===== config.mk =====
export PLATFORM = sky130hd
export DESIGN_NAME = high_bit_search_pipe
export DESIGN_NICKNAME = d
export VERILOG_FILES = /design/src/rtl/high_bit_search_pkg.sv /design/src/rtl/hbs_seg_search.sv /design/src/rtl/high_bit_search_pipe.sv
export SDC_FILE = /design/constraint.sdc
export NUM_CORES = 1
export LEC_CHECK = 0
export BUFFER_PORTS_ARGS = -buffer_cell sky130_fd_sc_hd__buf_2
export CORE_MARGIN = 3
export CORE_UTILIZATION = 53
export CTS_BUF_LIST = sky130_fd_sc_hd__clkbuf_2 sky130_fd_sc_hd__clkbuf_4 sky130_fd_sc_hd__clkbuf_8
export CTS_CLUSTER_DIAMETER = 120
export DETAILED_ROUTE_END_ITERATION = 10
export PLACE_DENSITY_LB_ADDON = 0.12
export SKIP_LAST_GASP = 1
export SYNTH_ARGS = -nofsm -noshare
export SYNTH_HDL_FRONTEND = slang
export SYNTH_HIERARCHICAL = 1
export SYNTH_SLANG_ARGS = --single-unit

===== constraint.sdc =====
create_clock -name clk -period 1.4 [get_ports clk]
set_input_delay 0.21 -clock clk [delete_from_list [all_inputs] [get_ports clk]]
set_output_delay 0.21 -clock clk [all_outputs]
set_load 0.01 [all_outputs]

===== src/rtl/high_bit_search_pkg.sv =====
// Shared defaults, search-mode encoding and index-width helper for the high-bit search pipeline.
package high_bit_search_pkg;

  localparam int DEF_INPUT_WIDTH = 32;
  localparam int DEF_SEG_WIDTH   = 8;
  localparam int DEF_TAG_WIDTH   = 4;

  localparam logic SEARCH_MSB = 1'b0;
  localparam logic SEARCH_LSB = 1'b1;

  // Bits needed to index n positions; never less than one so ports stay legal.
  function automatic int idx_width(input int n);
    return (n <= 1) ? 1 : $clog2(n);
  endfunction

endpackage


===== src/rtl/hbs_seg_search.sv =====
// Combinational leading/trailing-one search over one segment; no state, no handshake.
// lsb selects the lowest set bit, otherwise the highest; idx is 0 when the segment is empty.
module hbs_seg_search
  import high_bit_search_pkg::*;
#(
  parameter int  SEG_WIDTH = DEF_SEG_WIDTH,
  localparam int SIDX_W    = idx_width(SEG_WIDTH)
) (
  input  logic [SEG_WIDTH-1:0] data,
  input  logic                 lsb,
  output logic                 hit,
  output logic [SIDX_W-1:0]    idx
);

  always_comb begin
    hit = |data;
    idx = '0;
    if (lsb == SEARCH_LSB) begin
      for (int i = SEG_WIDTH - 1; i >= 0; i--) begin
        if (data[i]) idx = SIDX_W'(i);
      end
    end else begin
      for (int i = 0; i < SEG_WIDTH; i++) begin
        if (data[i]) idx = SIDX_W'(i);
      end
    end
  end

endmodule


===== src/rtl/high_bit_search_pipe.sv =====
// Pipelined leading/trailing-one detector with per-word mode and tag; 2-cycle latency, 1 word/cycle.
// Both stages stall together when the output is held (in_ready = !out_valid || out_ready); HBS_ONEHOT_EN adds out_onehot.
module high_bit_search_pipe
  import high_bit_search_pkg::*;
#(
  parameter int  INPUT_WIDTH = DEF_INPUT_WIDTH,
  parameter int  SEG_WIDTH   = DEF_SEG_WIDTH,
  parameter int  TAG_WIDTH   = DEF_TAG_WIDTH,
  localparam int IDX_W       = idx_width(INPUT_WIDTH)
) (
  input  logic                   clk,
  input  logic                   rst,
  input  logic [INPUT_WIDTH-1:0] input_data,
  input  logic                   in_lsb,
  input  logic [TAG_WIDTH-1:0]   in_tag,
  input  logic                   in_valid,
  output logic                   in_ready,
  output logic                   out_valid,
  input  logic                   out_ready,
  output logic                   out_found,
  output logic [IDX_W-1:0]       out_index,
`ifdef HBS_ONEHOT_EN
  output logic [INPUT_WIDTH-1:0] out_onehot,
`endif
  output logic [TAG_WIDTH-1:0]   out_tag
);

  localparam int NSEG   = INPUT_WIDTH / SEG_WIDTH;
  localparam int SIDX_W = idx_width(SEG_WIDTH);

  logic                         adv;
  logic                         in_xfer;
  logic [NSEG-1:0]              seg_hit;
  logic [NSEG-1:0][SIDX_W-1:0]  seg_idx;

  logic                         s1_vld;
  logic                         s1_lsb;
  logic [TAG_WIDTH-1:0]         s1_tag;
  logic [NSEG-1:0]              s1_hit;
  logic [NSEG-1:0][SIDX_W-1:0]  s1_idx;

  logic                         win_found;
  logic [IDX_W-1:0]             win_idx;

  assign adv      = !out_valid || out_ready;
  assign in_ready = adv && !rst;
  assign in_xfer  = in_valid && in_ready;

  for (genvar g = 0; g < NSEG; g++) begin : g_seg
    hbs_seg_search #(
      .SEG_WIDTH (SEG_WIDTH)
    ) u_seg (
      .data (input_data[g*SEG_WIDTH +: SEG_WIDTH]),
      .lsb  (in_lsb),
      .hit  (seg_hit[g]),
      .idx  (seg_idx[g])
    );
  end

  // Stage 1: per-segment results; a bubble is loaded as-is so it is never collapsed.
  always_ff @(posedge clk) begin
    if (rst) begin
      s1_vld <= 1'b0;
      s1_lsb <= SEARCH_MSB;
      s1_tag <= '0;
      s1_hit <= '0;
      s1_idx <= '0;
    end else if (adv) begin
      s1_vld <= in_xfer;
      if (in_xfer) begin
        s1_lsb <= in_lsb;
        s1_tag <= in_tag;
        s1_hit <= seg_hit;
        s1_idx <= seg_idx;
      end
    end
  end

  // Winning segment: last hit in scan order, scanning upward for MSB and downward for LSB.
  always_comb begin
    win_found = |s1_hit;
    win_idx   = '0;
    if (s1_lsb == SEARCH_LSB) begin
      for (int s = NSEG - 1; s >= 0; s--) begin
        if (s1_hit[s]) win_idx = IDX_W'(s * SEG_WIDTH) + IDX_W'(s1_idx[s]);
      end
    end else begin
      for (int s = 0; s < NSEG; s++) begin
        if (s1_hit[s]) win_idx = IDX_W'(s * SEG_WIDTH) + IDX_W'(s1_idx[s]);
      end
    end
  end

  always_ff @(posedge clk) begin
    if (rst) begin
      out_valid  <= 1'b0;
      out_found  <= 1'b0;
      out_index  <= '0;
      out_tag    <= '0;
`ifdef HBS_ONEHOT_EN
      out_onehot <= '0;
`endif
    end else if (adv) begin
      out_valid <= s1_vld;
      if (s1_vld) begin
        out_found  <= win_found;
        out_index  <= win_idx;
        out_tag    <= s1_tag;
`ifdef HBS_ONEHOT_EN
        out_onehot <= win_found ? (INPUT_WIDTH'(1) << win_idx) : '0;
`endif
      end
    end
  end

endmodule


After elaboration in Yosys (flattened, before gate mapping)
Index checks and enable logic that the tools add are counted.
{"block": "totals", "register_bits": 33, "out_inout_bits": 12}
{"block": "op_classes", "n_addsub": 3, "muxes": 73, "n_reduce_logical": 12}
{"cell": "$mux 3", "count": 53}
{"cell": "$mux 5", "count": 8}
{"cell": "$reduce_or 8->1", "count": 4}
{"cell": "$mux 2", "count": 8}
{"cell": "$add 4x3->5 const A", "count": 1}
{"cell": "$add 4x4->5 const A", "count": 1}
{"cell": "$add 5x3->5 const A", "count": 1}
{"cell": "$mux 1", "count": 4}
{"cell": "$reduce_and 2->1", "count": 2}
{"cell": "$reduce_or 4->1", "count": 1}
{"cell": "$logic_and 1x1->1", "count": 2}
{"cell": "$logic_not 1->1", "count": 2}
{"cell": "$logic_or 1x1->1", "count": 1}

Depth between registers and ports, before layout
{"block": "depth", "word_depth": 9, "ltp_mapped": 6, "depth_no_buf": 6}

Cells and area by module
The synthesis kept the hierarchy.
{"module": "high_bit_search_pipe", "instances": 1, "cells_per_inst": 189, "area_each_um2": 1519.0, "seq_area_each_um2": 660.6}
{"module": "hbs_seg_search", "instances": 4, "cells_per_inst": 21, "area_each_um2": 123.9, "seq_area_each_um2": 0.0}

Least setup slack after synthesis
No wires, ideal clock.
{"block": "synth_timing", "kind": "flip-flop to flip-flop", "startpoint": "register s1_hit[2]", "endpoint": "register out_index[2]", "setup_time_ns": 0.117, "t_arrival_ns": 1.030, "required_time_ns": 1.283, "setup_slack_ns": 0.253, "stages_incl_launch_ff": 6, "path_buffers": 1, "path_cell_list": "dfxtp_1 -> buf_6 -> a21oi_1 -> o21a_1 -> o311ai_2 -> a32o_1"}
{"block": "synth_between", "elab_chain_cells": 4, "word_cells_on_any_way": 6, "cone_classes": "6 x mux"}
{"item": "start, declared", "line": "high_bit_search_pipe.sv:39", "rtl": "logic [NSEG-1:0] s1_hit;"}
{"item": "start signal, assigned", "line": "high_bit_search_pipe.sv:73", "rtl": "s1_hit <= seg_hit;"}
{"item": "$mux 5 (3 in series)", "line": "high_bit_search_pipe.sv:85", "rtl": "if (s1_hit[s]) win_idx = IDX_W'(s * SEG_WIDTH) + IDX_W'(s1_idx[s]);"}
{"item": "$mux 5 *", "line": "high_bit_search_pipe.sv:83", "rtl": "if (s1_lsb == SEARCH_LSB) begin"}
{"item": "end signal, assigned", "line": "high_bit_search_pipe.sv:107", "rtl": "out_index <= win_idx;"}
{"item": "end, declared", "line": "high_bit_search_pipe.sv:21", "rtl": "output logic [IDX_W-1:0] out_index,"}
Every way passes the cells marked *; elsewhere a longest branch is shown, timed or not.
A chain may end at the register's enable or synchronous reset.

Final worst setup path
{"block": "layout_timing", "startpoint": "register s1_hit[1]", "endpoint": "register out_index[1]"}
{"block": "layout_between", "elab_chain_cells": 4, "word_cells_on_any_way": 6, "cone_classes": "6 x mux"}
{"item": "$mux 5 (3 in series)", "line": "high_bit_search_pipe.sv:89", "rtl": "if (s1_hit[s]) win_idx = IDX_W'(s * SEG_WIDTH) + IDX_W'(s1_idx[s]);"}
{"item": "$mux 5 *", "line": "high_bit_search_pipe.sv:83"}
Marked as above.

==> metrics <==
status complete, no violations; YS warnings 6; total gr overflow 0; most frequent cell after synthesis nand2_1; Initial Util 0.5764; Routed Antenna Nets 0; area of the core 0.003495 sq mm; worst hold path class input pin to flip-flop; via count a little over 2000; CTS sink count 33; top cells by area in the synthesized netlist dfxtp_1 (33%), nand2_1 (9.3%), nand2b_1 (8.1%); Slew HR 0.7345; CP Capture Type flip-flop; Min-Delay Path Depth 3; Synth top cells by count nand2_1 (50), dfxtp_1 (33), nand2b_1 (26); CP cell instances a21oi_1 -> o21a_1 -> o311ai_1 -> a32o_1; Period Utilization, post-route 0.8798; Crit path max-delay family compound AO/OA/AOI/OAI gates; Tot GR Track Use 0.2054; number of synthesized flops with an enable pin 0; max cap viols 0; fin crit period approximately 1.2 ns; worst hold slack about 0.13 ns; r2r setup slk 0.17 ns; Fmax 0.8119 GHz; First-pass DRT Iterations 4; number of global-route vias before repair 1734; DRT Wirelength 4392 um; Net count, final about 370; clock skew between 0.005 and 0.006 ns; CP arrival 1.45 ns; worst setup path start s1_hit[1]; # rows 21; M1 wire length 2054 um; layout cells sized above 1 0.2677; area of the multi-input gates 0.001250 sq mm; max-slew violation count 0; CP max stage delay roughly 0.48 ns; first-pass GRT wire length around 7400 um; Worst Setup EP out_index[1]; count of unique library cells instantiated by Yosys 40; RR Startpoint s1_hit[1]; register area approximately 670 sq um; WL/cell 11.84 um; initial antenna violation count 0; Final Setup Violations 0; H-tree depth 2; cells after synthesis 273; die area 0.004577 sq mm; Setup crit start kind flip-flop; Crit-path slowest cell dfxtp_2; ys flop type dfxtp_1; Leak 0.9625 nW; post-synth top area share 0.3280; RD Place Congestion 0.9084; met2 wire len 2094 um; top routing layer in use met4; CP Buf/Inv Count 0; final hold vios 0; RSZ-0062 raised after global routing no; Ports 53; sequential element share of the synthesized area 0.3280; Mapped Nets approximately 310; metal3 WL ~220 um; Avg Vias per Cell 5.420; CTS tree yes; Max Root-Sink Buffers 2; DP HPWL between 3000 and 4000 um; VDD IR max 0.0006255 V; Filler Cell Count roughly 320; Port Buffers 52; reg2reg end out_index[1]; area leader, netlist dfxtp_1; total CTS buffers 5; Clk Latency, worst-skew pair approximately 0.27 ns; diodes inserted 0; Die Span X 67.65 um; root buf cell clkbuf_8; register bit total from synthesis 33; crit-path max FO 15; syn avg cell area 7.379 sq um; clock transition at the registers of the reported paths 0.06 ns; cell depth of the worst setup path 4; synthesis-to-layout area growth 20.81%; Slew @ Worst Pin 0.3945 ns; Critical Setup Path Class flip-flop to flip-flop; power per cell area 1018 mW/mm^2; critical path data required time 1.62 ns; Async SR Flop Fraction 0; initial DRC count between 100 and 150; drc violations 0; Chip Height around 68 um; area of the mapped netlist 0.002014 sq mm; Reg2Reg Depth 4; largest net degree at the start of global routing 43; setup TNS 0 ns
[final cells by class]
cell class / count / area share
Clock buffer: 7 / 0.03702
Inverter: 8 / 0.01234
Clock inverter: 1 / 0.01234
Multi-Input combinational cell: 219 / 0.5136
Sequential cell: 33 / 0.2735
Timing Repair Buffer: 57 / 0.1275
Tap cell: 46 / 0.02365
[worst min path at each step]
stage	start	to	slack [ns]
final	in_tag[3]	s1_tag[3]	0.13
after global routing	in_tag[3]	s1_tag[3]	0.14
after floorplan	in_lsb	s1_lsb	0.32
after CTS	in_tag[3]	s1_tag[3]	0.13
after detailed placement	in_tag[3]	s1_tag[3]	0.41
after global placement	in_tag[3]	s1_tag[3]	0.40
[worst min-delay path: stages]
cell and delay [ns]:
buf_2 0.07, nand2_1 0.03, o21ai_0 0.05
[state kept, by name, indices dropped and copies added, names as in the netlist]
signal     count
out_tag        4
s1_hit         4
out_valid      1
s1_idx        12
s1_lsb         1
s1_tag         4
out_index      5
out_found      1
s1_vld         1
[report_power, final]
part | leakage [nW] | switching, mW | internal (mW)
Clock | 0.0619 | 0.321 | 0.599
Combinational | 0.628 | 0.244 | 0.222
Sequential | 0.273 | 0.0801 | 1.01
Total | 0.962 | 0.646 | 1.83
[routing by layer]
metal / global-route usage / vias to the layer above
li1: - / 1077
met1: 0.2773 / 892
met2: 0.3305 / 38
met3: 0.05491 / 4
met4: 0.03544 / 0
met5: 0 / -
[per-stage QoR]
| stage | util | cell area [sq um] | power, mW | instances | setup slack [ns] |
|---|---|---|---|---|---|
| 2_1_floorplan | - | 2014 | 1.396 | 273 | 0.2525 |
| 3_3_place_gp | 0.6606 | 2308 | 1.564 | 363 | 0.1249 |
| 3_5_place_dp | 0.6606 | 2308 | 1.574 | 363 | 0.04156 |
| 4_1_cts | 0.6950 | 2429 | 2.492 | 371 | 0.02598 |
| 5_1_grt | 0.6964 | 2434 | 2.622 | 371 | 0.07255 |
| 6_report | 0.6964 | 2434 | 2.478 | 371 | 0.1683 |
[cell families after synthesis]
logic type	share of synthesized area
and+or+nand+nor	0.3205
AOI/OAI and AO/OA	0.2969
DFF	0.3279
buffers and inverters	0.05465
[cell usage in the layout (no fill, tap or decap), types with 2 or more instances in the layout]
cell       n
o22ai_2    4
buf_4      4
buf_2     52
dfxtp_2    4
o31a_1     8
dfxtp_1   29
a21oi_2    5
o22ai_1    4
nand3_1    5
inv_2      4
a21oi_1   25
clkinv_1   4
nand2_1   50
nor2_1    21
nor4_1     5
o21ai_0   23
nand4_1    3
nand2b_1  26
a22oi_1    4
o311ai_1   2
nor3_1     6
nor2b_1    3
a32o_1     3
o21a_1     3
nor3b_1    3
o31ai_1    4
clkbuf_8   6
[timing repair]
| action | CTS | global route |
|---|---|---|
| hold buffers | 0 | 0 |
| setup endpoints to repair | 0 | 3 |
| gates resized for setup | 0 | 4 |
| buffers inserted | 0 | 0 |
Note: power is estimated with default switching activity, not from simulation.
